$ cat src/rtl/ctrl_pkg.sv
// rtl/ctrl_pkg.sv - shared types and encodings for the RV32I decode stage
package ctrl_pkg;

    localparam logic [6:0] OPC_LUI    = 7'b0110111;
    localparam logic [6:0] OPC_AUIPC  = 7'b0010111;
    localparam logic [6:0] OPC_JAL    = 7'b1101111;
    localparam logic [6:0] OPC_JALR   = 7'b1100111;
    localparam logic [6:0] OPC_BRANCH = 7'b1100011;
    localparam logic [6:0] OPC_LOAD   = 7'b0000011;
    localparam logic [6:0] OPC_STORE  = 7'b0100011;
    localparam logic [6:0] OPC_OPIMM  = 7'b0010011;
    localparam logic [6:0] OPC_OP     = 7'b0110011;

    localparam logic [6:0] F7_BASE   = 7'b0000000;
    localparam logic [6:0] F7_ALT    = 7'b0100000;
    localparam logic [6:0] F7_MULDIV = 7'b0000001;

    localparam logic [2:0] F3_BEQ  = 3'b000;
    localparam logic [2:0] F3_BNE  = 3'b001;
    localparam logic [2:0] F3_BLT  = 3'b100;
    localparam logic [2:0] F3_BGE  = 3'b101;
    localparam logic [2:0] F3_BLTU = 3'b110;
    localparam logic [2:0] F3_BGEU = 3'b111;

    localparam logic [2:0] F3_LB  = 3'b000;
    localparam logic [2:0] F3_LH  = 3'b001;
    localparam logic [2:0] F3_LW  = 3'b010;
    localparam logic [2:0] F3_LBU = 3'b100;
    localparam logic [2:0] F3_LHU = 3'b101;

    localparam logic [2:0] F3_SB = 3'b000;
    localparam logic [2:0] F3_SH = 3'b001;
    localparam logic [2:0] F3_SW = 3'b010;

    typedef enum logic [4:0] {
        ALU_ADD    = 5'd0,  ALU_SUB  = 5'd1,  ALU_SLT    = 5'd2,  ALU_SLTU  = 5'd3,
        ALU_XOR    = 5'd4,  ALU_OR   = 5'd5,  ALU_AND    = 5'd6,  ALU_SLL   = 5'd7,
        ALU_SRL    = 5'd8,  ALU_SRA  = 5'd9,  ALU_MUL    = 5'd10, ALU_MULH  = 5'd11,
        ALU_MULHSU = 5'd12, ALU_MULHU = 5'd13, ALU_DIV   = 5'd14, ALU_DIVU  = 5'd15,
        ALU_REM    = 5'd16, ALU_REMU = 5'd17
    } alu_op_e;

    typedef enum logic [1:0] {WB_PC4 = 2'd0, WB_ALU = 2'd1, WB_LSU = 2'd2} wb_sel_e;
    typedef enum logic [1:0] {OPA_PC = 2'd0, OPA_RS1 = 2'd1, OPA_ZERO = 2'd2} opa_sel_e;

    typedef struct packed {
        logic [4:0] rs1_addr;
        logic [4:0] rs2_addr;
        logic [4:0] rd_addr;
        alu_op_e    alu_op;
        opa_sel_e   opa_sel;
        logic       opb_sel;
        logic       is_branch;
        logic       is_jal;
        logic       is_jalr;
        logic [2:0] br_type;
        logic       rd_wren;
        logic       mem_wren;
        logic       mem_rden;
        logic       mem_us;
        logic [3:0] mem_wrnum;
        wb_sel_e    wb_sel;
        logic       insn_vld;
    } ctrl_bundle_t;

    // Byte-enable style size mask from funct3[1:0]
    function automatic logic [3:0] mem_size(input logic [1:0] sz);
        case (sz)
            2'b00:   mem_size = 4'b0001;
            2'b01:   mem_size = 4'b0011;
            default: mem_size = 4'b1111;
        endcase
    endfunction

    // alt selects sub/sra; caller only sets it where funct7 bit 30 is meaningful
    function automatic alu_op_e f3_to_alu(input logic [2:0] f3, input logic alt);
        case (f3)
            3'b000:  f3_to_alu = alt ? ALU_SUB : ALU_ADD;
            3'b001:  f3_to_alu = ALU_SLL;
            3'b010:  f3_to_alu = ALU_SLT;
            3'b011:  f3_to_alu = ALU_SLTU;
            3'b100:  f3_to_alu = ALU_XOR;
            3'b101:  f3_to_alu = alt ? ALU_SRA : ALU_SRL;
            3'b110:  f3_to_alu = ALU_OR;
            default: f3_to_alu = ALU_AND;
        endcase
    endfunction

endpackage

$ cat src/rtl/ctrl_decode_pipe_if.sv
// rtl/ctrl_decode_pipe_if.sv - fetch-side and execute-side signals of the decode stage
interface ctrl_decode_pipe_if #(
    parameter int XLEN  = 32,
    parameter int CNT_W = 8
) ();
    logic             in_valid;
    logic             in_ready;
    logic [31:0]      instr;
    logic [XLEN-1:0]  pc;
    logic             flush;
    logic             out_valid;
    logic             out_ready;
    logic [XLEN-1:0]  out_pc;
    logic [4:0]       rs1_addr;
    logic [4:0]       rs2_addr;
    logic [4:0]       rd_addr;
    logic [4:0]       alu_op;
    logic [1:0]       opa_sel;
    logic             opb_sel;
    logic             is_branch;
    logic             is_jal;
    logic             is_jalr;
    logic [2:0]       br_type;
    logic             rd_wren;
    logic             mem_wren;
    logic             mem_rden;
    logic             mem_us;
    logic [3:0]       mem_wrnum;
    logic [1:0]       wb_sel;
    logic             insn_vld;
    logic [CNT_W-1:0] illegal_cnt;

    modport slave (
        input  in_valid, instr, pc, flush, out_ready,
        output in_ready, out_valid, out_pc, rs1_addr, rs2_addr, rd_addr, alu_op,
               opa_sel, opb_sel, is_branch, is_jal, is_jalr, br_type, rd_wren,
               mem_wren, mem_rden, mem_us, mem_wrnum, wb_sel, insn_vld, illegal_cnt
    );

    modport master (
        output in_valid, instr, pc, flush, out_ready,
        input  in_ready, out_valid, out_pc, rs1_addr, rs2_addr, rd_addr, alu_op,
               opa_sel, opb_sel, is_branch, is_jal, is_jalr, br_type, rd_wren,
               mem_wren, mem_rden, mem_us, mem_wrnum, wb_sel, insn_vld, illegal_cnt
    );
endinterface

$ cat src/rtl/ctrl_decode_comb.sv
// rtl/ctrl_decode_comb.sv - combinational RV32I(+M) instruction to control bundle decoder
module ctrl_decode_comb
    import ctrl_pkg::*;
#(
    parameter bit EN_M = 1'b1
) (
    input  logic [31:0]  instr_i,
    output ctrl_bundle_t bundle_o,
    output logic         uses_rs1_o,
    output logic         uses_rs2_o
);
    logic [6:0] opcode;
    logic [6:0] funct7;
    logic [2:0] funct3;
    logic       legal;

    assign opcode = instr_i[6:0];
    assign funct3 = instr_i[14:12];
    assign funct7 = instr_i[31:25];

    always_comb begin
        bundle_o          = '0;
        bundle_o.rs1_addr = instr_i[19:15];
        bundle_o.rs2_addr = instr_i[24:20];
        bundle_o.rd_addr  = instr_i[11:7];
        bundle_o.alu_op   = ALU_ADD;
        bundle_o.opa_sel  = OPA_RS1;
        bundle_o.wb_sel   = WB_ALU;
        legal             = 1'b0;
        uses_rs1_o        = 1'b0;
        uses_rs2_o        = 1'b0;

        case (opcode)
            OPC_LUI: begin
                legal            = 1'b1;
                bundle_o.opa_sel = OPA_ZERO;
                bundle_o.opb_sel = 1'b1;
                bundle_o.rd_wren = 1'b1;
            end
            OPC_AUIPC: begin
                legal            = 1'b1;
                bundle_o.opa_sel = OPA_PC;
                bundle_o.opb_sel = 1'b1;
                bundle_o.rd_wren = 1'b1;
            end
            OPC_JAL: begin
                legal            = 1'b1;
                bundle_o.opa_sel = OPA_PC;
                bundle_o.opb_sel = 1'b1;
                bundle_o.wb_sel  = WB_PC4;
                bundle_o.is_jal  = 1'b1;
                bundle_o.rd_wren = 1'b1;
            end
            OPC_JALR: begin
                legal            = 1'b1;
                uses_rs1_o       = 1'b1;
                bundle_o.opb_sel = 1'b1;
                bundle_o.wb_sel  = WB_PC4;
                bundle_o.is_jalr = 1'b1;
                bundle_o.rd_wren = 1'b1;
            end
            OPC_BRANCH: begin
                uses_rs1_o         = 1'b1;
                uses_rs2_o         = 1'b1;
                bundle_o.opa_sel   = OPA_PC;
                bundle_o.opb_sel   = 1'b1;
                bundle_o.is_branch = 1'b1;
                bundle_o.br_type   = funct3;
                case (funct3)
                    F3_BEQ, F3_BNE, F3_BLT, F3_BGE, F3_BLTU, F3_BGEU: legal = 1'b1;
                    default:                                          legal = 1'b0;
                endcase
            end
            OPC_LOAD: begin
                uses_rs1_o         = 1'b1;
                bundle_o.opb_sel   = 1'b1;
                bundle_o.mem_rden  = 1'b1;
                bundle_o.wb_sel    = WB_LSU;
                bundle_o.rd_wren   = 1'b1;
                bundle_o.mem_us    = funct3[2];
                bundle_o.mem_wrnum = mem_size(funct3[1:0]);
                case (funct3)
                    F3_LB, F3_LH, F3_LW, F3_LBU, F3_LHU: legal = 1'b1;
                    default:                             legal = 1'b0;
                endcase
            end
            OPC_STORE: begin
                uses_rs1_o         = 1'b1;
                uses_rs2_o         = 1'b1;
                bundle_o.opb_sel   = 1'b1;
                bundle_o.mem_wren  = 1'b1;
                bundle_o.mem_wrnum = mem_size(funct3[1:0]);
                case (funct3)
                    F3_SB, F3_SH, F3_SW: legal = 1'b1;
                    default:             legal = 1'b0;
                endcase
            end
            OPC_OPIMM: begin
                uses_rs1_o       = 1'b1;
                bundle_o.opb_sel = 1'b1;
                bundle_o.rd_wren = 1'b1;
                bundle_o.alu_op  = f3_to_alu(funct3, (funct3 == 3'b101) && (funct7 == F7_ALT));
                if (funct3 == 3'b001)
                    legal = (funct7 == F7_BASE);
                else if (funct3 == 3'b101)
                    legal = (funct7 == F7_BASE) || (funct7 == F7_ALT);
                else
                    legal = 1'b1;
            end
            OPC_OP: begin
                uses_rs1_o       = 1'b1;
                uses_rs2_o       = 1'b1;
                bundle_o.rd_wren = 1'b1;
                if (funct7 == F7_BASE) begin
                    legal           = 1'b1;
                    bundle_o.alu_op = f3_to_alu(funct3, 1'b0);
                end else if ((funct7 == F7_ALT) && ((funct3 == 3'b000) || (funct3 == 3'b101))) begin
                    legal           = 1'b1;
                    bundle_o.alu_op = f3_to_alu(funct3, 1'b1);
                end else if ((funct7 == F7_MULDIV) && EN_M) begin
                    legal           = 1'b1;
                    bundle_o.alu_op = alu_op_e'(5'd10 + {2'b00, funct3});
                end
            end
            default: legal = 1'b0;
        endcase

        bundle_o.insn_vld = legal;
        // Illegal instructions still flow downstream but must have no side effects
        if (!legal) begin
            bundle_o.rd_wren   = 1'b0;
            bundle_o.mem_wren  = 1'b0;
            bundle_o.mem_rden  = 1'b0;
            bundle_o.is_branch = 1'b0;
            bundle_o.is_jal    = 1'b0;
            bundle_o.is_jalr   = 1'b0;
        end
    end
endmodule

$ cat src/rtl/ctrl_decode_pipe.sv
// rtl/ctrl_decode_pipe.sv - registered decode stage with load-use stall and illegal counter
module ctrl_decode_pipe
    import ctrl_pkg::*;
#(
    parameter int XLEN  = 32,
    parameter bit EN_M  = 1'b1,
    parameter int CNT_W = 8
) (
    input  logic              clk,
    input  logic              rst_n,
    ctrl_decode_pipe_if.slave bus
);
    ctrl_bundle_t     dec;
    ctrl_bundle_t     bundle_q, bundle_d;
    logic [XLEN-1:0]  pc_q, pc_d;
    logic             out_valid_q, out_valid_d;
    logic [CNT_W-1:0] cnt_q, cnt_d;
    logic             uses_rs1, uses_rs2;
    logic             rd_hit, stall, in_ready, accept;

    ctrl_decode_comb #(.EN_M(EN_M)) u_dec (
        .instr_i    (bus.instr),
        .bundle_o   (dec),
        .uses_rs1_o (uses_rs1),
        .uses_rs2_o (uses_rs2)
    );

    // Held load's result is not yet available to the instruction being presented
    assign rd_hit = (uses_rs1 && (dec.rs1_addr == bundle_q.rd_addr)) ||
                    (uses_rs2 && (dec.rs2_addr == bundle_q.rd_addr));
    assign stall  = out_valid_q && bundle_q.mem_rden && (bundle_q.rd_addr != 5'd0) && rd_hit;

    assign in_ready = !bus.flush && !stall && (!out_valid_q || bus.out_ready);
    assign accept   = bus.in_valid && in_ready;

    always_comb begin
        bundle_d    = bundle_q;
        pc_d        = pc_q;
        out_valid_d = out_valid_q;
        cnt_d       = cnt_q;
        if (bus.flush) begin
            out_valid_d = 1'b0;
        end else if (accept) begin
            bundle_d    = dec;
            pc_d        = bus.pc;
            out_valid_d = 1'b1;
            if (!dec.insn_vld && (cnt_q != {CNT_W{1'b1}}))
                cnt_d = cnt_q + CNT_W'(1);
        end else if (bus.out_ready) begin
            out_valid_d = 1'b0;
        end
    end

    always_ff @(posedge clk or negedge rst_n) begin
        if (!rst_n) begin
            bundle_q    <= '0;
            pc_q        <= '0;
            out_valid_q <= 1'b0;
            cnt_q       <= '0;
        end else begin
            bundle_q    <= bundle_d;
            pc_q        <= pc_d;
            out_valid_q <= out_valid_d;
            cnt_q       <= cnt_d;
        end
    end

    assign bus.in_ready    = in_ready;
    assign bus.out_valid   = out_valid_q;
    assign bus.out_pc      = pc_q;
    assign bus.rs1_addr    = bundle_q.rs1_addr;
    assign bus.rs2_addr    = bundle_q.rs2_addr;
    assign bus.rd_addr     = bundle_q.rd_addr;
    assign bus.alu_op      = bundle_q.alu_op;
    assign bus.opa_sel     = bundle_q.opa_sel;
    assign bus.opb_sel     = bundle_q.opb_sel;
    assign bus.is_branch   = bundle_q.is_branch;
    assign bus.is_jal      = bundle_q.is_jal;
    assign bus.is_jalr     = bundle_q.is_jalr;
    assign bus.br_type     = bundle_q.br_type;
    assign bus.rd_wren     = bundle_q.rd_wren;
    assign bus.mem_wren    = bundle_q.mem_wren;
    assign bus.mem_rden    = bundle_q.mem_rden;
    assign bus.mem_us      = bundle_q.mem_us;
    assign bus.mem_wrnum   = bundle_q.mem_wrnum;
    assign bus.wb_sel      = bundle_q.wb_sel;
    assign bus.insn_vld    = bundle_q.insn_vld;
    assign bus.illegal_cnt = cnt_q;
endmodule

$ cat src/flat_wrapper.sv
// flat-port wrapper written by rule: the top's interface ports become plain ports
module ctrl_decode_pipe_flat import ctrl_pkg::*;
#(
    parameter int XLEN  = 32,
    parameter bit EN_M  = 1'b1,
    parameter int CNT_W = 8
)
  (clk, rst_n, bus_in_valid, bus_instr, bus_pc, bus_flush, bus_out_ready, bus_in_ready, bus_out_valid, bus_out_pc, bus_rs1_addr, bus_rs2_addr, bus_rd_addr, bus_alu_op, bus_opa_sel, bus_opb_sel, bus_is_branch, bus_is_jal, bus_is_jalr, bus_br_type, bus_rd_wren, bus_mem_wren, bus_mem_rden, bus_mem_us, bus_mem_wrnum, bus_wb_sel, bus_insn_vld, bus_illegal_cnt);
  ctrl_decode_pipe_if #(.XLEN(XLEN), .CNT_W(CNT_W)) bus_i ();
  input  logic clk;
  input  logic rst_n;
  input wire logic [$bits(bus_i.in_valid)-1:0] bus_in_valid;
  input wire logic [$bits(bus_i.instr)-1:0] bus_instr;
  input wire logic [$bits(bus_i.pc)-1:0] bus_pc;
  input wire logic [$bits(bus_i.flush)-1:0] bus_flush;
  input wire logic [$bits(bus_i.out_ready)-1:0] bus_out_ready;
  output wire logic [$bits(bus_i.in_ready)-1:0] bus_in_ready;
  output wire logic [$bits(bus_i.out_valid)-1:0] bus_out_valid;
  output wire logic [$bits(bus_i.out_pc)-1:0] bus_out_pc;
  output wire logic [$bits(bus_i.rs1_addr)-1:0] bus_rs1_addr;
  output wire logic [$bits(bus_i.rs2_addr)-1:0] bus_rs2_addr;
  output wire logic [$bits(bus_i.rd_addr)-1:0] bus_rd_addr;
  output wire logic [$bits(bus_i.alu_op)-1:0] bus_alu_op;
  output wire logic [$bits(bus_i.opa_sel)-1:0] bus_opa_sel;
  output wire logic [$bits(bus_i.opb_sel)-1:0] bus_opb_sel;
  output wire logic [$bits(bus_i.is_branch)-1:0] bus_is_branch;
  output wire logic [$bits(bus_i.is_jal)-1:0] bus_is_jal;
  output wire logic [$bits(bus_i.is_jalr)-1:0] bus_is_jalr;
  output wire logic [$bits(bus_i.br_type)-1:0] bus_br_type;
  output wire logic [$bits(bus_i.rd_wren)-1:0] bus_rd_wren;
  output wire logic [$bits(bus_i.mem_wren)-1:0] bus_mem_wren;
  output wire logic [$bits(bus_i.mem_rden)-1:0] bus_mem_rden;
  output wire logic [$bits(bus_i.mem_us)-1:0] bus_mem_us;
  output wire logic [$bits(bus_i.mem_wrnum)-1:0] bus_mem_wrnum;
  output wire logic [$bits(bus_i.wb_sel)-1:0] bus_wb_sel;
  output wire logic [$bits(bus_i.insn_vld)-1:0] bus_insn_vld;
  output wire logic [$bits(bus_i.illegal_cnt)-1:0] bus_illegal_cnt;
  assign bus_i.in_valid = bus_in_valid;
  assign bus_i.instr = bus_instr;
  assign bus_i.pc = bus_pc;
  assign bus_i.flush = bus_flush;
  assign bus_i.out_ready = bus_out_ready;
  assign bus_in_ready = bus_i.in_ready;
  assign bus_out_valid = bus_i.out_valid;
  assign bus_out_pc = bus_i.out_pc;
  assign bus_rs1_addr = bus_i.rs1_addr;
  assign bus_rs2_addr = bus_i.rs2_addr;
  assign bus_rd_addr = bus_i.rd_addr;
  assign bus_alu_op = bus_i.alu_op;
  assign bus_opa_sel = bus_i.opa_sel;
  assign bus_opb_sel = bus_i.opb_sel;
  assign bus_is_branch = bus_i.is_branch;
  assign bus_is_jal = bus_i.is_jal;
  assign bus_is_jalr = bus_i.is_jalr;
  assign bus_br_type = bus_i.br_type;
  assign bus_rd_wren = bus_i.rd_wren;
  assign bus_mem_wren = bus_i.mem_wren;
  assign bus_mem_rden = bus_i.mem_rden;
  assign bus_mem_us = bus_i.mem_us;
  assign bus_mem_wrnum = bus_i.mem_wrnum;
  assign bus_wb_sel = bus_i.wb_sel;
  assign bus_insn_vld = bus_i.insn_vld;
  assign bus_illegal_cnt = bus_i.illegal_cnt;
  ctrl_decode_pipe #(.XLEN(XLEN), .EN_M(EN_M), .CNT_W(CNT_W)) u_core (.clk(clk), .rst_n(rst_n), .bus(bus_i));
endmodule
$ cat config.mk
export PLATFORM = sky130hd
export DESIGN_NAME = ctrl_decode_pipe_flat
export DESIGN_NICKNAME = d
export VERILOG_FILES = /design/src/rtl/ctrl_pkg.sv /design/src/rtl/ctrl_decode_pipe_if.sv /design/src/rtl/ctrl_decode_comb.sv /design/src/rtl/ctrl_decode_pipe.sv /design/src/flat_wrapper.sv
export SDC_FILE = /design/constraint.sdc
export NUM_CORES = 1
export LEC_CHECK = 0
export BUFFER_PORTS_ARGS = -buffer_cell sky130_fd_sc_hd__buf_4
export CAP_MARGIN = 10
export CELL_PAD_IN_SITES_DETAIL_PLACEMENT = 1
export CELL_PAD_IN_SITES_GLOBAL_PLACEMENT = 2
export CORE_MARGIN = 10
export CORE_UTILIZATION = 30
export CTS_CLUSTER_SIZE = 25
export DETAILED_ROUTE_END_ITERATION = 6
export PLACE_DENSITY = 0.9
export SLEW_MARGIN = 20
export SYNTH_ARGS = -nofsm -noshare
export SYNTH_HDL_FRONTEND = slang
export SYNTH_SLANG_ARGS = --single-unit
$ cat constraint.sdc
create_clock -name clk -period 2.96 [get_ports clk]
set_input_delay 0.592 -clock clk [delete_from_list [all_inputs] [get_ports clk]]
set_output_delay 0.592 -clock clk [all_outputs]
set_load 0.005 [all_outputs]
==> out/qor.json <==
{
  "critical_path": {
    "crit_path_start_kind": "flip-flop",
    "timing.critical_path.to": "bus_in_ready",
    "cp_num_cells": 7,
    "critical_path.max_stage_delay_ns": 0.45,
    "critPathBufInv": 3,
    "slowest_stage": "sky130_fd_sc_hd__dfrtp_1",
    "cp_max_fo": 19,
    "worst_setup_path_startpoint": "u_core.bus.rd_addr[1]",
    "critical_path_cell_by_cell": "xor2_1 > a2111oi_0 > a22oi_1 > o211ai_2 > buf_12 > inv_1 > buf_4",
    "r2r-end": "u_core.bus.out_pc[5]",
    "crit_path_leading_delay_family": "compound AO/OA/AOI/OAI gates",
    "rrSetupSlack_ns": 0.59,
    "worst-r2r-cell-count": 7,
    "timing_worst_setup_path_type": "flip-flop to primary output",
    "cp-end-kind": "primary output",
    "required_ns": 2.37,
    "arrival_ns": 2.13,
    "worstReg2RegStart": "u_core.bus.rd_addr[1]"
  },
  "synth": {
    "yosysSeqAreaShare": 0.518,
    "number_of_enable_type_register_cells_in_the_synthesized_netlist": 0,
    "synth_largest_type_area_fraction": 0.518,
    "yosys.area.top_type": "sky130_fd_sc_hd__dfrtp_1",
    "synth_async_sr_flop_share": 1.00,
    "synth_nets": 396,
    "post_synth_inst_count": 323,
    "dominantRegCellSynth": "sky130_fd_sc_hd__dfrtp_1",
    "synthesis.area_mm2": 0.00386,
    "yosys_register_bits": 80,
    "syn_area_per_cell_um2": 12.0,
    "post-synth-top-count-cell": "sky130_fd_sc_hd__dfrtp_1",
    "synth_common_cells": "sky130_fd_sc_hd__dfrtp_1, sky130_fd_sc_hd__mux2_1, sky130_fd_sc_hd__o21ai_0, sky130_fd_sc_hd__nand2_1, sky130_fd_sc_hd__xor2_1",
    "synth-warning-count": 0,
    "synth_top_cells_by_area": "sky130_fd_sc_hd__dfrtp_1, sky130_fd_sc_hd__mux2_1, sky130_fd_sc_hd__o21ai_0",
    "post_synth_num_cell_types": 52
  },
  "clock_tree": {
    "worst_setup_hold_path_clk_slew_ns": 0.06,
    "tritoncts": "yes",
    "ctsHoldBuffers": 0,
    "cts-htree-levels": 3,
    "ctsRootBufferMaster": "sky130_fd_sc_hd__clkbuf_16",
    "clk_sink_count": 80,
    "cts-resized-gates": 0,
    "clock_insertion_delay_at_the_later_pin_of_the_skew_report_ns": 0.34,
    "post_cts_setup_repair_buffer_count": 0,
    "ctsLongestPathBuffers": 2,
    "cts-buffers-inserted": 9
  },
  "die": {
    "std_cell_rows": 41,
    "floorplan.die.width_um": 134,
    "floorplan.core_area_mm2": 0.0126,
    "dieArea_mm2": 0.0178,
    "initial_core_util": 0.306,
    "top_level_pins": 151,
    "floorplan.die.height_um": 134
  },
  "global_routing": {
    "grt_start_max_net_pins": 81,
    "overall_global_routing_resource_usage": 0.140,
    "grt_pass1_vias": 3649,
    "global_route_wire_length_before_repair_mm": 20.0,
    "grt_antenna_before_repair": 0,
    "overflow": 0
  },
  "timing": {
    "grt_setup_unrepaired": "false",
    "drv_slew": 0,
    "fin_skew_ns": 0.00420,
    "timing.fmax_mhz": 367,
    "finalCriticalPeriod_ns": 2.72,
    "final.setup.worst_slack_ns": 0.235,
    "final-setup-viol-count": 0,
    "hold-worst-slack_ns": 0.291,
    "setup-tns-final_ns": 0,
    "tightest_slew_ns": 0.725,
    "maxSlewHeadroom": 0.517,
    "period_share": 0.920,
    "final_hold_viol_count": 0
  },
  "run": {
    "max_cap_violations": 0
  },
  "detailed_routing": {
    "detail_route.wirelength_mm": 12.3,
    "vias": 3140,
    "residual_drc": 0,
    "post_drt_wl_per_cell_um": 18.9,
    "final_antenna_net_count": 0,
    "post_drt_via_cell_ratio": 4.82,
    "drt_iter0_drc": 96,
    "firstDrtPassIters": 4
  },
  "pwr": {
    "internal_power_mw": 2.34,
    "power_density_mw_per_mm2": 580,
    "switching_power_mw": 0.849,
    "leakage_nw": 2.60,
    "share_clk_of_total_power": 0.358,
    "p_seq_frac": 0.433,
    "power.combinational.fraction": 0.209,
    "power.ir.vdd_worst_v": 0.000326,
    "swShare": 0.266
  },
  "final_layout": {
    "layout.filler_cells": 1411,
    "layout_net_count": 548,
    "diodes": 0,
    "regArea_mm2": 0.00200,
    "layout.core_utilization": 0.436,
    "layout-area-overhead-vs-synth_pct": 42.2,
    "area_occupied_by_multi_input_gates_mm2": 0.00171,
    "ratio_of_cells_with_drive_above_1_in_the_final_layout": 0.388
  },
  "placement": {
    "buffer_ports.inserted": 150,
    "post-place-ws_ns": 0.246,
    "dp_hpwl_mm": 9.75,
    "gp_congestion": 0.765
  },
  "run_status": {
    "outcome": "finished clean"
  },
  "worst_hold_path": {
    "worst_hold_path_type": "input pin to async pin"
  }
}
cells by family (layout without fill, tap and decap cells):
logic type / count (synthesis) / count (layout) / synth area share
AO/OA/AOI/OAI: 61 / 61 / 0.103
XOR/XNOR: 18 / 18 / 0.0408
adder cells (fa/ha/maj): 4 / 4 / 0.0129
buffers and inverters: 25 / 182 / 0.0398
flip-flops: 80 / 80 / 0.518
multiplexers: 59 / 59 / 0.172
AND/OR/NAND/NOR: 76 / 76 / 0.114
worst min-delay path by stage:
stage               slack [ns]  cells after the start                   start                      to
CTS                       0.45                      2              bus_pc[12]   u_core.bus.out_pc[12]
floorplan                 0.30                      0                   rst_n    u_core.bus.alu_op[0]
finish                    0.29                      1                   rst_n   u_core.bus.out_pc[15]
detailed placement        0.48                      1    u_core.bus.wb_sel[1]    u_core.bus.wb_sel[1]
global placement          0.48                      1  u_core.bus.rs2_addr[1]  u_core.bus.rs2_addr[1]
global route              0.36                      1                   rst_n   u_core.bus.out_pc[15]
layout make-up:
class | count | share of cell area
Sequential cell | 80 | 0.364
Multi-Input combinational cell | 218 | 0.311
Timing Repair Buffer | 159 | 0.225
Clock buffer | 12 | 0.0467
Tap cell | 172 | 0.0391
Clock inverter | 4 | 0.00933
Inverter | 7 | 0.00478
power groups by stage:
| stage | Sequential, mW | Clock [mW] | Combinational [mW] |
|---|---|---|---|
| 2_1_floorplan | 1.39 | 0 | 0.239 |
| 3_3_place_gp | 1.39 | 0 | 0.662 |
| 3_5_place_dp | 1.40 | 0 | 0.685 |
| 4_1_cts | 1.38 | 1.19 | 0.688 |
| 5_1_grt | 1.41 | 1.23 | 0.739 |
| 6_report | 1.38 | 1.14 | 0.666 |
placed cells by master, fill, tap and decap left out, types with 6 or more instances in the layout:
cell type                   synthesis  final
sky130_fd_sc_hd__dfrtp_1           80     80
sky130_fd_sc_hd__nand3_1            6      6
sky130_fd_sc_hd__buf_4              1    155
sky130_fd_sc_hd__mux2_1            56     56
sky130_fd_sc_hd__clkbuf_16          0      9
sky130_fd_sc_hd__inv_1              7      7
sky130_fd_sc_hd__nand2_1           17     17
sky130_fd_sc_hd__nor2_1            11     11
sky130_fd_sc_hd__o31ai_1            6      6
sky130_fd_sc_hd__xor2_1            14     14
sky130_fd_sc_hd__o21ai_0           31     31
sky130_fd_sc_hd__nor3_1             6      6
routing by layer:
layer,track usage,vias to the layer above,share of wire
met1,0.152,1567,0.38
met3,0.0677,12,0.092
met5,0,-,0
met2,0.240,94,0.52
li1,-,1467,-
met4,0.0363,0,0.0081
state kept, by name, summed over array words and instances (netlist names), 2 cells and up:
register,cells
u_core.bus.rs2_addr,5
u_core.bus.alu_op,5
u_core.bus.illegal_cnt,8
u_core.bus.rs1_addr,5
u_core.bus.wb_sel,2
u_core.bus.mem_wrnum,3
u_core.bus.out_pc,32
u_core.bus.opa_sel,2
u_core.bus.br_type,3
u_core.bus.rd_addr,5
through the flow:
stage / total power, mW / std cells / cell area [um^2]
final: 3.19 / 652 / 5500
after global routing: 3.38 / 652 / 5500
after CTS: 3.26 / 652 / 5490
after detailed placement: 2.08 / 636 / 5190
after global placement: 2.05 / 636 / 5190
after floorplan: 1.63 / 323 / 3860
No activity file was read; power rests on OpenSTA's default activity.
